File: config.mk
export PLATFORM = sky130hd
export DESIGN_NAME = filter_scan_ctrl
export DESIGN_NICKNAME = d
export VERILOG_FILES = /design/src/rtl/filter_scan_ctrl.sv
export SDC_FILE = /design/constraint.sdc
export NUM_CORES = 1
export LEC_CHECK = 0
export ABC_CLOCK_PERIOD_IN_PS = 2300
export CORE_MARGIN = 1.5
export CORE_UTILIZATION = 32
export DETAILED_ROUTE_END_ITERATION = 6
export PLACE_DENSITY = 0.5
export SYNTH_ARGS = -nofsm -noshare
export SYNTH_HDL_FRONTEND = slang
export SYNTH_SLANG_ARGS = --single-unit
File: constraint.sdc
create_clock -name clk -period 2.3 [get_ports clk]
set_input_delay 0.46 -clock clk [delete_from_list [all_inputs] [get_ports clk]]
set_output_delay 0.46 -clock clk [all_outputs]
set_load 0.01 [all_outputs]
File: src/rtl/filter_scan_ctrl.sv
// filter_scan_ctrl: round-robin hold filter shared across CHANNELS command
// inputs. Each clock visits one channel, reloads or decays its hold counter,
// and queues a level-change event that is reported over a valid/ready port.
module filter_scan_ctrl #(
  parameter int CHANNELS     = 8,
  parameter int FILTER_WIDTH = 2,
  parameter int CH_W         = $clog2(CHANNELS)
) (
  input  logic                clk,
  input  logic                aclr,
  input  logic                en,
  input  logic [CHANNELS-1:0] in,
  output logic [CHANNELS-1:0] out,
  output logic                evt_valid,
  input  logic                evt_ready,
  output logic [CH_W-1:0]     evt_ch,
  output logic                evt_level,
  output logic                scan_wrap
);

  localparam logic [FILTER_WIDTH-1:0] CNT_FULL = '1;
  localparam logic [CH_W-1:0]         PTR_LAST = CH_W'(CHANNELS - 1);

  logic [FILTER_WIDTH-1:0] cnt_q [CHANNELS];
  logic [CH_W-1:0]         ptr_q, ptr_d;
  logic [CHANNELS-1:0]     out_q, out_d;
  logic [CHANNELS-1:0]     pending_q, pending_d;
  logic                    evtValid_q, evtValid_d;
  logic [CH_W-1:0]         evtCh_q, evtCh_d;
  logic                    evtLevel_q, evtLevel_d;
  logic                    scanWrap_q, scanWrap_d;

  logic [FILTER_WIDTH-1:0] visitCnt_d;
  logic                    visitLevel;
  logic                    visitChange;
  logic                    pickFound;
  logic [CH_W-1:0]         pickIdx;

  // Update rule for the channel under the pointer: reload on an active input,
  // otherwise count down and stick at zero; the level is "counter not empty".
  always_comb begin
    visitCnt_d = cnt_q[ptr_q];
    if (in[ptr_q]) begin
      visitCnt_d = CNT_FULL;
    end else if (cnt_q[ptr_q] != '0) begin
      visitCnt_d = cnt_q[ptr_q] - FILTER_WIDTH'(1);
    end
    visitLevel  = (visitCnt_d != '0);
    visitChange = en && (visitLevel != out_q[ptr_q]);

    out_d = out_q;
    if (en) begin
      out_d[ptr_q] = visitLevel;
    end

    ptr_d = ptr_q;
    if (en) begin
      ptr_d = (ptr_q == PTR_LAST) ? '0 : ptr_q + CH_W'(1);
    end
    scanWrap_d = en && (ptr_q == PTR_LAST);
  end

  // Event port: finish a handshake, or else load the lowest pending channel;
  // a fresh change from this cycle's visit is recorded after the load clear so
  // that a channel reloaded and re-changed in the same cycle is not lost.
  always_comb begin
    pickFound = 1'b0;
    pickIdx   = '0;
    for (int i = CHANNELS - 1; i >= 0; i--) begin
      if (pending_q[i]) begin
        pickFound = 1'b1;
        pickIdx   = CH_W'(i);
      end
    end

    pending_d  = pending_q;
    evtValid_d = evtValid_q;
    evtCh_d    = evtCh_q;
    evtLevel_d = evtLevel_q;

    if (evtValid_q) begin
      if (evt_ready) begin
        evtValid_d = 1'b0;
      end
    end else if (pickFound) begin
      evtValid_d         = 1'b1;
      evtCh_d            = pickIdx;
      evtLevel_d         = out_q[pickIdx];
      pending_d[pickIdx] = 1'b0;
    end

    if (visitChange) begin
      pending_d[ptr_q] = 1'b1;
    end
  end

  // State registers with synchronous reset to the "all held high" condition.
  always_ff @(posedge clk) begin
    if (aclr) begin
      for (int i = 0; i < CHANNELS; i++) begin
        cnt_q[i] <= CNT_FULL;
      end
      ptr_q      <= '0;
      out_q      <= '1;
      pending_q  <= '0;
      evtValid_q <= 1'b0;
      evtCh_q    <= '0;
      evtLevel_q <= 1'b0;
      scanWrap_q <= 1'b0;
    end else begin
      if (en) begin
        cnt_q[ptr_q] <= visitCnt_d;
      end
      ptr_q      <= ptr_d;
      out_q      <= out_d;
      pending_q  <= pending_d;
      evtValid_q <= evtValid_d;
      evtCh_q    <= evtCh_d;
      evtLevel_q <= evtLevel_d;
      scanWrap_q <= scanWrap_d;
    end
  end

  assign out       = out_q;
  assign evt_valid = evtValid_q;
  assign evt_ch    = evtCh_q;
  assign evt_level = evtLevel_q;
  assign scan_wrap = scanWrap_q;

endmodule

**Word level (Yosys, flattened, before mapping)**

Memories as Yosys holds them, arrays and structs flattened. A register that Yosys moved wholly into a read port is not among the register bits.
Cells that the tools add are included.

- Register bits after elaboration: 25
- RAM bits: 16
- Input bits: 12
- Output and inout bits: 14
- Logic and storage cells: 74
- Memories: 1

- Add/subtract/negate cells: 2
- Magnitude comparators: 4
- Eq/ne operators: 2
- Mux-type cells: 46
- Bitwise operators: 4
- Reductions and logical operators: 8

Memory list:

| name | words | bits a word | read ports | clocked after Yosys merged registers in | write ports | RTL line | RTL |
|---|---|---|---|---|---|---|---|
| cnt_q | 8 | 2 | 1 | 1 | 8 | 24 | `logic [FILTER_WIDTH-1:0] cnt_q [CHANNELS];` |

Operator list:

| operator | number |
|---|---|
| 2-to-1 mux 3 bit | 12 |
| 2-to-1 mux 8 bit | 3 |
| 2-to-1 mux 1 bit | 22 |
| binary-select mux 1 bit (select 3 bit) | 3 |
| bitwise AND 8 bit | 1 |
| bitwise mux 8 bit | 1 |
| less-than comparator 3 x 4 -> 1 bit (second input constant) | 2 |
| inverter 8 bit | 1 |
| bitwise OR 8 bit | 1 |
| demux 1 bit (select 3 bit) | 2 |
| >= comparator 3 x 1 -> 1 bit (second input constant) | 2 |
| 2-to-1 mux 2 bit | 3 |
| logical AND 1 bit | 4 |
| nonzero test 2 bit | 2 |
| adder 3 x 1 -> 3 bit (second input constant) | 1 |
| equality test 3 bit (second input constant) | 1 |
| AND reduction 2 bit | 1 |
| OR reduction 2 bit | 1 |
| subtractor 2 x 1 -> 2 bit (second input constant) | 1 |
| != test 1 bit | 1 |
| inverter 1 bit | 1 |

**Depth between registers and ports, before layout**

- Depth after elaboration: 18
- Depth in mapped cells: 7
- Mapped depth without buffers: 5

**Worst setup path after synthesis**

OpenSTA, ideal clock, no wires.

- Kind: flip-flop to flip-flop
- Start point: reg ptr_q[0]
- End point: mem cnt_q[0][0] (data pin)
- Setup time: 272 ps
- Arrival time: 1658 ps
- Required time: 2028 ps
- Slack: 371 ps
- Stages on the path, launching flop included: 7
- Path buffers: 1
- Period minus slack after synthesis: 1929 ps
- Path through: dfxtp_1 buf_6 mux4_2 mux2i_1 and2_1 o311a_1 nand2_1

RTL lines:

| element | RTL line | RTL |
|---|---|---|
| from (decl) | 25 | `logic [CH_W-1:0] ptr_q, ptr_d;` |
| from (signal assigned) | 114 | `ptr_q <= ptr_d;` |
| to (decl) | 24 |  |

**Worst setup path after layout**

- Start point: in in[5]
- End point: reg pending_q[4]

- Word-level cells in the longest chain between the ends: 7

RTL lines:

| element | RTL line | RTL |
|---|---|---|
| from (decl) | 12 | `input logic [CHANNELS-1:0] in,` |
| binary-select mux 1 bit (select 3 bit) | 43 | `if (in[ptr_q]) begin` |
| 2-to-1 mux 1 bit (implied by the code) | 43 |  |
| 2-to-1 mux 2 bit | 43 |  |
| nonzero test 2 bit | 48 | `visitLevel = (visitCnt_d != '0);` |
| != test 1 bit | 49 | `visitChange = en && (visitLevel != out_q[ptr_q]);` |
| logical AND 1 bit | 49 |  |
| 2-to-1 mux 8 bit | 92 | `if (visitChange) begin` |
| to (signal assigned) | 116 | `pending_q <= pending_d;` |
| to (decl) | 27 | `logic [CHANNELS-1:0] pending_q, pending_d;` |

No other way between the ends. The select of a mux whose other input is x is not followed.
A chain may end at the register's enable or synchronous reset.

==> summary.md <==
| Metric | Value |
|---|---|
| Final #Nets | `267` |
| FF-to-FF Start | `ptr_q[0]$_SDFFE_PP0P_` |
| FF-to-FF setup slack | `roughly 0.29 ns` |
| Synth Flop Type | `dfxtp_1` |
| Layout Area Growth over Synthesis | `23.7%` |
| Syn Inst Count | `roughly 220` |
| CP Capture Type | `flip-flop` |
| DP Area | `about 2600 µm²` |
| Flops & latches, synth | `44` |
| Horiz. Die Dim | `roughly 86 µm` |
| R2r endpoint | `pending_q[4]$_SDFF_PP0_` |
| Setup repair after global routing missed its margin | `false` |
| Most numerous cell in the Yosys netlist | `nand2_1` |
| Status | `finished with violations` |
| Crit-path max cell delay | `slightly above 0.5 ns` |
| CTS tree | `done` |
| ANT cells | `0` |
| # DRC | `3` |
| Buf/Inv on CP | `2` |
| CTS root buffer | `clkbuf_8` |
| Slowest CP cell | `mux4_1` |
| H-tree depth | `2` |
| Pwr per Cell Area | `553 nW/µm²` |
| WL final | `5620 µm` |
| Hold Crit Depth | `2` |
| Avg Inst Size Synth | `~10 µm²` |
| End of the worst hold path | `evt_ch[1]$_SDFFE_PP0P_` |
| Biggest area consumer among synthesized cells | `dfxtp_1` |
| Vias per cell | `roughly 5.5` |
| Setup TNS | `0 ns` |
| Crit path max fanout | `6` |
| Relative slew slack | `between 60% and 70%` |
| Switching pwr | `between 300 and 400 µW` |
| First-pass GRT wire length | `between 9000 and 10000 µm` |
| Max Fclk | `roughly 480 MHz` |
| Final core occ | `41.7%` |
| Syn Std Cell Area | `around 2200 µm²` |
| Layout cells sized above 1 | `14.6%` |
| Required @ worst endpoint | `between 2 and 3 ns` |
| Clk sinks | `44` |
| Count of cell types in the netlist | `45` |
| Grt ovf | `0` |
| Async S/R FF share, synth | `0%` |
| Clk_lat worst skew | `0.29 ns` |
| Type of the most critical hold path | `flip-flop to flip-flop` |
| Worst R2R Path Depth | `6` |
| Synth cell count leaders | `nand2_1, dfxtp_1, nor2_1` |
| Clock group share of total power | `approximately a third` |
| VDD IR max | `about 0.0002 V` |
| Clock buffer depth | `2` |
| Total GRT Usage | `between 10% and 20%` |
| # resized after CTS | `0` |
| Hold buffers post-CTS | `0` |
| DR pass1 iterations | `6` |
| Delay-heaviest family, CP | `multiplexers` |
| Combinational Power Share | `11.8%` |
| Via Count | `1806` |
| Slew Limit Fails | `0` |
| Final worst slack | `0.207 ns` |
| Hold_sp | `evt_ch[1]$_SDFFE_PP0P_` |
| Design area | `2700 µm²` |
| Startpoint Class | `primary input` |
| Share of the synthesized area in the top cell type | `roughly a quarter` |
| Pint | `around 1.1 mW` |
| Max Cap Violations | `0` |
| Antenna violations before repair | `0` |
| Data arrival, critical path | `~2.3 ns` |
| Post-CTS setup buffer count | `0` |
| Sequential area share after synthesis | `a little under half` |
| Avg WL per Cell | `about 17 µm` |
| DP Wirelength | `4170 µm` |
| Pre-CTS WS | `-0.0896 ns` |
| 1st-iter DRT viols | `approximately 130` |
| Clock skew | `about 0.0075 ns` |
| Tmin final | `2.09 ns` |
| Die Y | `around 86 µm` |
| Post-synth EDFFs | `16` |
| Routed Antenna Nets | `0` |
| Final setup fails | `0` |
| IO Pins | `26` |
| CTS Buf Count | `5` |
| Tcrit/Tclk final | `about nine tenths` |
| Clock transition at path regs | `roughly 0.08 ns` |
| Yosys warning total | `0` |
| RD Place Congestion | `~0.74` |
| Vias in the first global route | `approximately 1800` |
| Final Hold Viols | `0` |
| Sw frac | `between 20% and 30%` |
| Core area | `6460 µm²` |
| Slew @ Worst Pin | `slightly below 0.5 ns` |
| Cell breakdown of the critical path | `clkdlybuf4s50_1 -> mux4_1 -> mux2i_1 -> buf_4 -> o211a_4 -> xnor2_2 -> o31ai_1` |
| Initial Util | `around a third` |
| # port buffers | `25` |
| Top post-synthesis cells by area | `dfxtp_1, edfxtp_1, mux4_2` |
| Syn_nets | `approximately 230` |
| Leakage | `approximately 0.96 nW` |
| Pin count of the biggest net entering global routing | `25` |
| Row Count | `29` |
| Setup CP Type | `primary input to flip-flop` |
| Worst hold margin | `about 0.46 ns` |
| Violated checks | `design-rule violations` |
| Reg power frac | `between 50% and 60%` |
| Die Footprint | `approximately 7300 µm²` |
==> per-stage QoR <==
stage               total power [mW]  cells
floorplan                      0.947    217
global placement                1.03    323
detailed placement              1.03    323
CTS                             1.51    331
global route                    1.56    331
finish                          1.49    331
==> worst min-delay path: stages, from the launching register on <==
cell	delay, ns
dfxtp_1	0.32
nand2_1	0.05
a21oi_1	0.05
==> layout by cell type, fill, tap and decap left out, types with 3 or more instances in the layout <==
cell,synthesis,final
clkbuf_8,0,5
mux4_2,7,7
buf_4,1,13
dfxtp_1,28,28
o21ai_0,5,5
or2_2,4,4
nor2b_1,3,3
and3_1,3,3
nand2b_1,5,5
nor2_1,21,21
o311ai_0,8,8
o31ai_1,4,4
nand3_1,10,10
mux2i_1,3,3
a21oi_1,9,9
nand2_1,36,36
o211ai_1,8,8
clkdlybuf4s50_1,0,25
nor3_1,5,5
inv_1,3,3
edfxtp_1,16,16
==> sequential cells by signal (all words and copies together) (netlist names), named ones only <==
register	count
cnt_q	16
evt_ch	3
evt_level	1
evt_valid	1
out	8
pending_q	8
ptr_q	3
scan_wrap	1
==> metal layers <==
metal	part of all wire, %	vias to the layer above	track usage [%]
met5	0	-	0
met4	1.5	0	5.57
met2	46	53	25.5
li1	-	879	-
met3	5.7	8	3.46
met1	47	866	24.0
==> cell type report <==
cell class              count  area (µm²)
fillers                   672        3760
multi-input cells         158        1070
flip-flops and latches     44        1040
repair buffers             40         388
well taps                  77        96.3
clock buffers               7        80.1
inverters                   4        15.0
clock inverters             1        5.00
==> worst max path at each step <==
| stage | startpoint | endpoint | depth (start not counted) |
|---|---|---|---|
| 6_report | in[5] | pending_q[4]$_SDFF_PP0_ | 7 |
| 5_1_grt | in[5] | pending_q[1]$_SDFF_PP0_ | 7 |
| 4_1_cts | in[5] | pending_q[4]$_SDFF_PP0_ | 7 |
| 3_5_place_dp | in[5] | pending_q[0]$_SDFF_PP0_ | 7 |
| 3_3_place_gp | in[5] | cnt_q[2][0]$_SDFFCE_PN1P_ | 7 |
| 2_1_floorplan | ptr_q[0]$_SDFFE_PP0P_ | cnt_q[0][0]$_SDFFCE_PN1P_ | 6 |
==> power by group through the flow <==
stage | Combinational [mW] | Sequential [mW] | Clock (mW)
after global placement | 0.175 | 0.851 | 0
after CTS | 0.177 | 0.833 | 0.501
after detailed placement | 0.175 | 0.851 | 0
after floorplan | 0.0989 | 0.849 | 0
after global routing | 0.193 | 0.835 | 0.528
final | 0.175 | 0.832 | 0.483
==> kinds of logic after synthesis <==
kind of cell	synth area share [%]
adder cells (fa/ha/maj)	1.15
XOR/XNOR	0.746
AND/OR/NAND/NOR	20.0
flip-flops	47.8
multiplexers	10.4
buffers and inverters	3.10
AO/OA/AOI/OAI	16.8
(Power assumes the default switching activity.)
